File: src/rtl/enc16_4_seq.sv
// Sequential 16-to-4 encoder: captures one-cycle request pulses into a pending
// vector and emits them one at a time, in priority order, over valid/ready.
module enc16_4_seq #(
    parameter int LOW_FIRST = 1
) (
    input  logic       clk,
    input  logic       rst,
    input  logic       i0,
    input  logic       i1,
    input  logic       i2,
    input  logic       i3,
    input  logic       i4,
    input  logic       i5,
    input  logic       i6,
    input  logic       i7,
    input  logic       i8,
    input  logic       i9,
    input  logic       i10,
    input  logic       i11,
    input  logic       i12,
    input  logic       i13,
    input  logic       i14,
    input  logic       i15,
    input  logic       ready,
    output logic       a,
    output logic       b,
    output logic       c,
    output logic       d,
    output logic       valid,
    output logic [4:0] cnt,
    output logic       drop
);

    // Later hits overwrite earlier ones, so the scan direction decides priority.
    function automatic logic [3:0] pick(input logic [15:0] v);
        logic [3:0] r;
        r = 4'd0;
        for (int k = 0; k < 16; k++) begin
            if (LOW_FIRST != 0) begin
                if (v[15-k]) r = 4'(15 - k);
            end else begin
                if (v[k]) r = 4'(k);
            end
        end
        return r;
    endfunction

    function automatic logic [4:0] popcount(input logic [15:0] v);
        logic [4:0] s;
        s = 5'd0;
        for (int k = 0; k < 16; k++) begin
            s = s + {4'd0, v[k]};
        end
        return s;
    endfunction

    logic [15:0] req_s;
    logic [15:0] p_r;
    logic [15:0] p_next_s;
    logic [15:0] grant_s;
    logic [3:0]  idx_s;
    logic [3:0]  idx_r;
    logic        valid_r;
    logic        load_s;
    logic        drop_next_s;
    logic [4:0]  cnt_r;
    logic        drop_r;

    assign req_s = {i15, i14, i13, i12, i11, i10, i9, i8,
                    i7, i6, i5, i4, i3, i2, i1, i0};

    // Load/grant decision and next pending vector; a new request beats a same-bit grant.
    always_comb begin
        idx_s       = pick(p_r);
        load_s      = (!valid_r || ready) && (p_r != 16'd0);
        if (load_s) begin
            grant_s = 16'd1 << idx_s;
        end else begin
            grant_s = 16'd0;
        end
        p_next_s    = (p_r & ~grant_s) | req_s;
        drop_next_s = |(req_s & p_r & ~grant_s);
    end

    // Pending vector, output slot, count and drop registers.
    always_ff @(posedge clk) begin
        if (rst) begin
            p_r     <= 16'd0;
            idx_r   <= 4'd0;
            valid_r <= 1'b0;
            cnt_r   <= 5'd0;
            drop_r  <= 1'b0;
        end else begin
            p_r    <= p_next_s;
            cnt_r  <= popcount(p_next_s);
            drop_r <= drop_next_s;
            if (load_s) begin
                idx_r   <= idx_s;
                valid_r <= 1'b1;
            end else if (valid_r && ready) begin
                valid_r <= 1'b0;
            end else begin
                valid_r <= valid_r;
            end
        end
    end

    assign {a, b, c, d} = idx_r;
    assign valid        = valid_r;
    assign cnt          = cnt_r;
    assign drop         = drop_r;

endmodule

File: config.mk
export PLATFORM = sky130hd
export DESIGN_NAME = enc16_4_seq
export DESIGN_NICKNAME = d
export VERILOG_FILES = /design/src/rtl/enc16_4_seq.sv
export SDC_FILE = /design/constraint.sdc
export NUM_CORES = 1
export LEC_CHECK = 0
export ABC_AREA = 1
export CAP_MARGIN = 5
export CORE_MARGIN = 10
export CORE_UTILIZATION = 45
export DETAILED_ROUTE_END_ITERATION = 8
export GPL_TIMING_DRIVEN = 1
export PLACE_DENSITY = 0.67
export SLEW_MARGIN = 20
export SYNTH_ARGS = -nofsm -noshare
export SYNTH_HDL_FRONTEND = slang
export SYNTH_SLANG_ARGS = --single-unit
File: constraint.sdc
create_clock -name clk -period 6.2 [get_ports clk]
set_clock_uncertainty 0.2 [all_clocks]
set_input_delay 1.24 -clock clk [delete_from_list [all_inputs] [get_ports clk]]
set_output_delay 1.24 -clock clk [all_outputs]
set_load 0.05 [all_outputs]
## Word-level counts from Yosys, hierarchy flattened

Cells that the tools add are included.
W data, S select, Z words.

- Flip-flop bits (word level): 27
- Latch bits: 0
- Memories: 0
- Input port bits: 19
- Word-level logic and storage cells: 52
- Bits in writable memories: 0
- Memory bits (read-only): 0
- Output and inout bits: 11

- Magnitude comparators: 0
- Shifts and indexed selects: 1
- Bitwise logic cells: 5
- Muxes and demuxes: 19
- Reduce and logical (&&, ||, !) cells: 7
- Multipliers: 0
- Div/mod/pow operators: 0
- Add/subtract/negate cells: 15
- Equal/unequal tests: 0

Operator list:

| operator | count |
|---|---|
| $mux W4 | 16 |
| $add A5 B1 Y5 | 11 |
| $and A16 B16 Y16 | 3 |
| $mux W16 | 1 |
| $not A16 Y16 | 1 |
| $or A16 B16 Y16 | 1 |
| $reduce_bool A16 Y1 | 1 |
| $reduce_or A16 Y1 | 1 |
| $shl A1 B4 Y16 const A | 1 |
| $add A4 B1 Y5 | 1 |
| $add A3 B1 Y4 | 1 |
| $add A2 B1 Y3 | 1 |
| $add A1 B1 Y2 | 1 |
| $logic_and A1 B1 Y1 | 2 |
| $mux W1 | 2 |
| $reduce_bool A2 Y1 | 1 |
| $logic_not A1 Y1 | 1 |
| $logic_or A1 B1 Y1 | 1 |

## Longest topological paths before layout

- Depth after elaboration: 36
- Depth in mapped cells: 32
- Gate-level depth less buffers: 32

## Worst setup path before layout

Ideal clock, no wire load.

- Kind: input -> register
- From: in ready
- To: reg cnt_r[2] (netlist: cnt[2])
- Data required time: 5.881 ns
- Path slack: 1.109 ns
- Arrival time: 4.771 ns
- Path buffers: 0
- Setup time: 0.119 ns
- Cell stages on the path: 16
- Cells stage by stage: nor2_1 -> nor2_1 -> inv_1 -> o21ai_0 -> nand2_1 -> fa_1 -> inv_1 -> fa_1 -> fa_1 -> fa_1 -> inv_1 -> ha_1 -> inv_1 -> fa_1 -> o21ai_0 -> a21oi_1

- Elaborated cells on any way between the ends: 21
- Classes of those cells: add/sub (15); mux (1); bitwise (3); reduce/logical (2)

RTL lines:

| element | line | source |
|---|---|---|
| start: declaration | 24 | `input logic ready,` |
| $logic_or A1 B1 Y1 | 75 | `load_s = (!valid_r \|\| ready) && (p_r != 16'd0);` |
| $logic_and A1 B1 Y1 | 75 |  |
| $mux W16 | 76 | `if (load_s) begin` |
| $not A16 Y16 | 81 | `p_next_s = (p_r & ~grant_s) \| req_s;` |
| $and A16 B16 Y16 | 81 |  |
| $or A16 B16 Y16 | 81 |  |
| via p_next_s[5] | 59 | `logic [15:0] p_next_s;` |
| $add A5 B1 Y5 (11 in series) | 52 | `s = s + {4'd0, v[k]};` |
| end signal: assignment | 95 | `cnt_r <= popcount(p_next_s);` |
| end: declaration | 66 | `logic [4:0] cnt_r;` |

The timed path passes the listed nets, and every way through them passes these cells.
A chain may end at the register's enable or synchronous reset.

## Worst setup path in the final report

- From: in ready
- To: reg cnt_r[4] (netlist: cnt[4])

Same word-level chain as after synthesis.

==> out/qor.yml <==
timing:
  final.period_utilization: 0.905
  finalCriticalPeriod_ns: 5.61
  drv_slew: 0
  rsz0062_at_grt: "false"
  tightestPinTransition_ns: 0.899
  fin_setup_tns_ns: 0
  max_freq_mhz: 178
  final_hold_viol_count: 0
  whs_ns: 0.288
  slew_headroom: 0.399
  setup-violations-final: 0
global_route:
  track_usage: 0.129
  antenna_found_initial: 0
  overflow: 0
  grt_max_degree: 23
  grt_pass1_vias: 1654
  grt_first_pass_wirelength_um: 7530
setup_path:
  cp_max_fo: 7
  end_kind: "register"
  reg2reg_from: "p_r[13]"
  critical-path-max-stage-delay_ns: 0.55
  cp_cell_sequence: "clkdlybuf4s50_1, nor2_1, nor2_1, inv_1, o21ai_0, nand2_1, fa_1, inv_1, fa_1, fa_1, fa_1, inv_1, ha_1, inv_1, fa_1, nor2_1, o21ai_0, nor2_1"
  crit_top_cell: "fa_1"
  critPathRequiredTime_ns: 6.20
  cp-start-kind: "input pin"
  slowest_stage: "fa_1"
  path_class: "in -> reg"
  reg2reg_setup_slack_ns: 1.23
  rr_endpoint: "cnt[4]"
  reg2reg_depth: 29
  cp_num_cells: 18
  critPathTopFamily: "adder cells"
  arrival_ns: 5.61
  critPathLaunch: "ready"
  endpoint: "cnt[4]"
  timing.critical_path.buf_inv: 5
synthesis:
  avgSynthCellArea_um2: 7.58
  synth-main-ff-cell: "dfxtp_1"
  syn_area_mm2: 0.00185
  synth_area_leader_cell: "dfxtp_1"
  synth_nets: 278
  postSynthCellCount: 244
  yosysMostFrequentCell: "inv_1"
  ys_warn_count: 0
  yosys-top-cells-count: "inv_1 (42), nand2_1 (35), dfxtp_1 (27), a21oi_1 (24), nor2_1 (19)"
  synth_top_cells_by_area: "dfxtp_1 (29%), fa_1 (11%), inv_1 (8.5%), nand2_1 (7.1%), a21oi_1 (6.5%)"
  yosysUniqueCellTypes: 29
  synth_edf_count: 0
  ys_seq_area_frac: 0.292
  synth_seq_cells: 27
  async_flop_share: 0
  synth_top_area_frac: 0.292
floorplanning:
  num_rows: 23
  start_util: 0.463
  fp.dieH_um: 84.1
  core_area_mm2: 0.00400
  pin_count: 30
  die_area_mm2: 0.00708
  chipWidth_um: 84.1
clock_tree:
  cts_resized: 0
  cts_tree: "done"
  cts_buffer_depth: 2
  cts_root_buf: "clkbuf_8"
  hold_buffers: 0
  cts_sinks: 27
  numCtsBuffers: 3
  path_clk_slew_ns: 0.09
  cts_max_level: 1
  clock_latency_ns: 0.28
  cts_setup_buffers: 0
run:
  maxCapViolCount: 0
place:
  port_buffers: 29
  placed_cells: 321
  place_area_mm2: 0.00219
  dp_hpwl_um: 3680
  place.gp.congestion: 0.883
layout:
  syn_to_final_growth_pct: 20.8
  fin_nets: 310
  design_area_mm2: 0.00224
  n_antenna_cell: 0
  stdcell_count: 325
  drive_gt1_frac: 0.131
  n_fill_cell: 392
routing:
  ant_nets: 0
  first_pass_iters: 4
  routed_wirelength_um: 4390
  num_vias: 1622
  avgViaCountPerCell: 4.99
  drc: 0
  drtIter0Drc: 143
  wire_per_inst_um: 13.5
hold_path:
  min_path_type: "reg -> reg"
  min-delay-start: "idx_r[3]"
pwr:
  totalPowerFinal_uw: 664
  peakVddDrop_uv: 235
  cellPowerDensity_mw_per_mm2: 297
  p_leak_nw: 1.02
status:
  status: "complete, no violations"
cell usage in the layout (no fill, tap or decap), types with 2 or more instances in the layout:
master,Yosys,layout
o21ai_0,10,10
clkdlybuf4s50_1,0,29
nand2_4,5,5
a21oi_1,24,24
nand4_1,13,13
a21oi_2,2,2
dfxtp_1,27,27
ha_1,5,5
nand3_2,5,5
inv_4,2,2
clkinv_1,2,2
nor2_4,3,3
nand3_1,16,16
nor2_1,19,19
inv_1,42,42
nor3_2,2,2
nand2_2,4,4
clkbuf_8,0,3
o21bai_1,3,3
fa_1,10,10
nand2_1,35,35
inv_2,6,6
worst min-delay path by stage:
stage,slack [ns],cells past startpoint,endpoint
2_1_floorplan,0.27,2,p_r[7]
3_3_place_gp,0.27,2,idx_r[3]
6_report,0.29,2,idx_r[3]
3_5_place_dp,0.27,2,idx_r[3]
5_1_grt,0.31,2,idx_r[3]
4_1_cts,0.29,2,idx_r[3]
state kept, by name, indices dropped and copies added (netlist names):
signal,flops
cnt,5
drop,1
idx_r,4
p_r,16
valid,1
power breakdown:
group          total [mW]  switching (mW)  internal [mW]
Sequential          0.213          0.0144          0.198
Clock               0.102          0.0560         0.0461
Combinational       0.349           0.211          0.138
metal layers:
metal	up-vias	global-route usage	routed length [um]
li1	846	-	-
met1	724	0.154	1960
met2	42	0.208	2090
met3	10	0.0342	220
met4	0	0.0609	121
met5	-	0	0
per-stage QoR:
step            util  setup slack [ns]
3_5_place_dp   0.548             0.312
4_1_cts        0.559             0.572
6_report       0.559             0.591
3_3_place_gp   0.548             0.395
5_1_grt        0.559             0.272
2_1_floorplan      -              1.11
cells by family (layout without fill, tap and decap cells):
| kind of cell | count (synthesis) | in the layout | share of synthesized area |
|---|---|---|---|
| buffers and inverters | 54 | 85 | 0.115 |
| DFF | 27 | 27 | 0.292 |
| and+or+nand+nor | 105 | 105 | 0.316 |
| adders and majority gates | 15 | 15 | 0.142 |
| AOI/OAI and AO/OA | 43 | 43 | 0.135 |
worst reg2reg max path, delay by kind of cell, from the launching register on:
family                     cells  cell delay, ns
adders and majority gates      6            2.50
and+or+nand+nor               17            1.19
DFF                            1            0.41
AOI/OAI and AO/OA              2            0.35
buffers and inverters          4            0.24
final cells by class:
cell class                      instances  area (um^2)  area share
Clock buffer                            4         45.0      0.0201
Inverter                               52          200      0.0895
Timing Repair Buffer                   29          290       0.130
Tap cell                               50         62.6      0.0280
Sequential cell                        27          541       0.242
Multi-Input combinational cell        163         1100       0.491
Power figures use the tool's default switching activity.
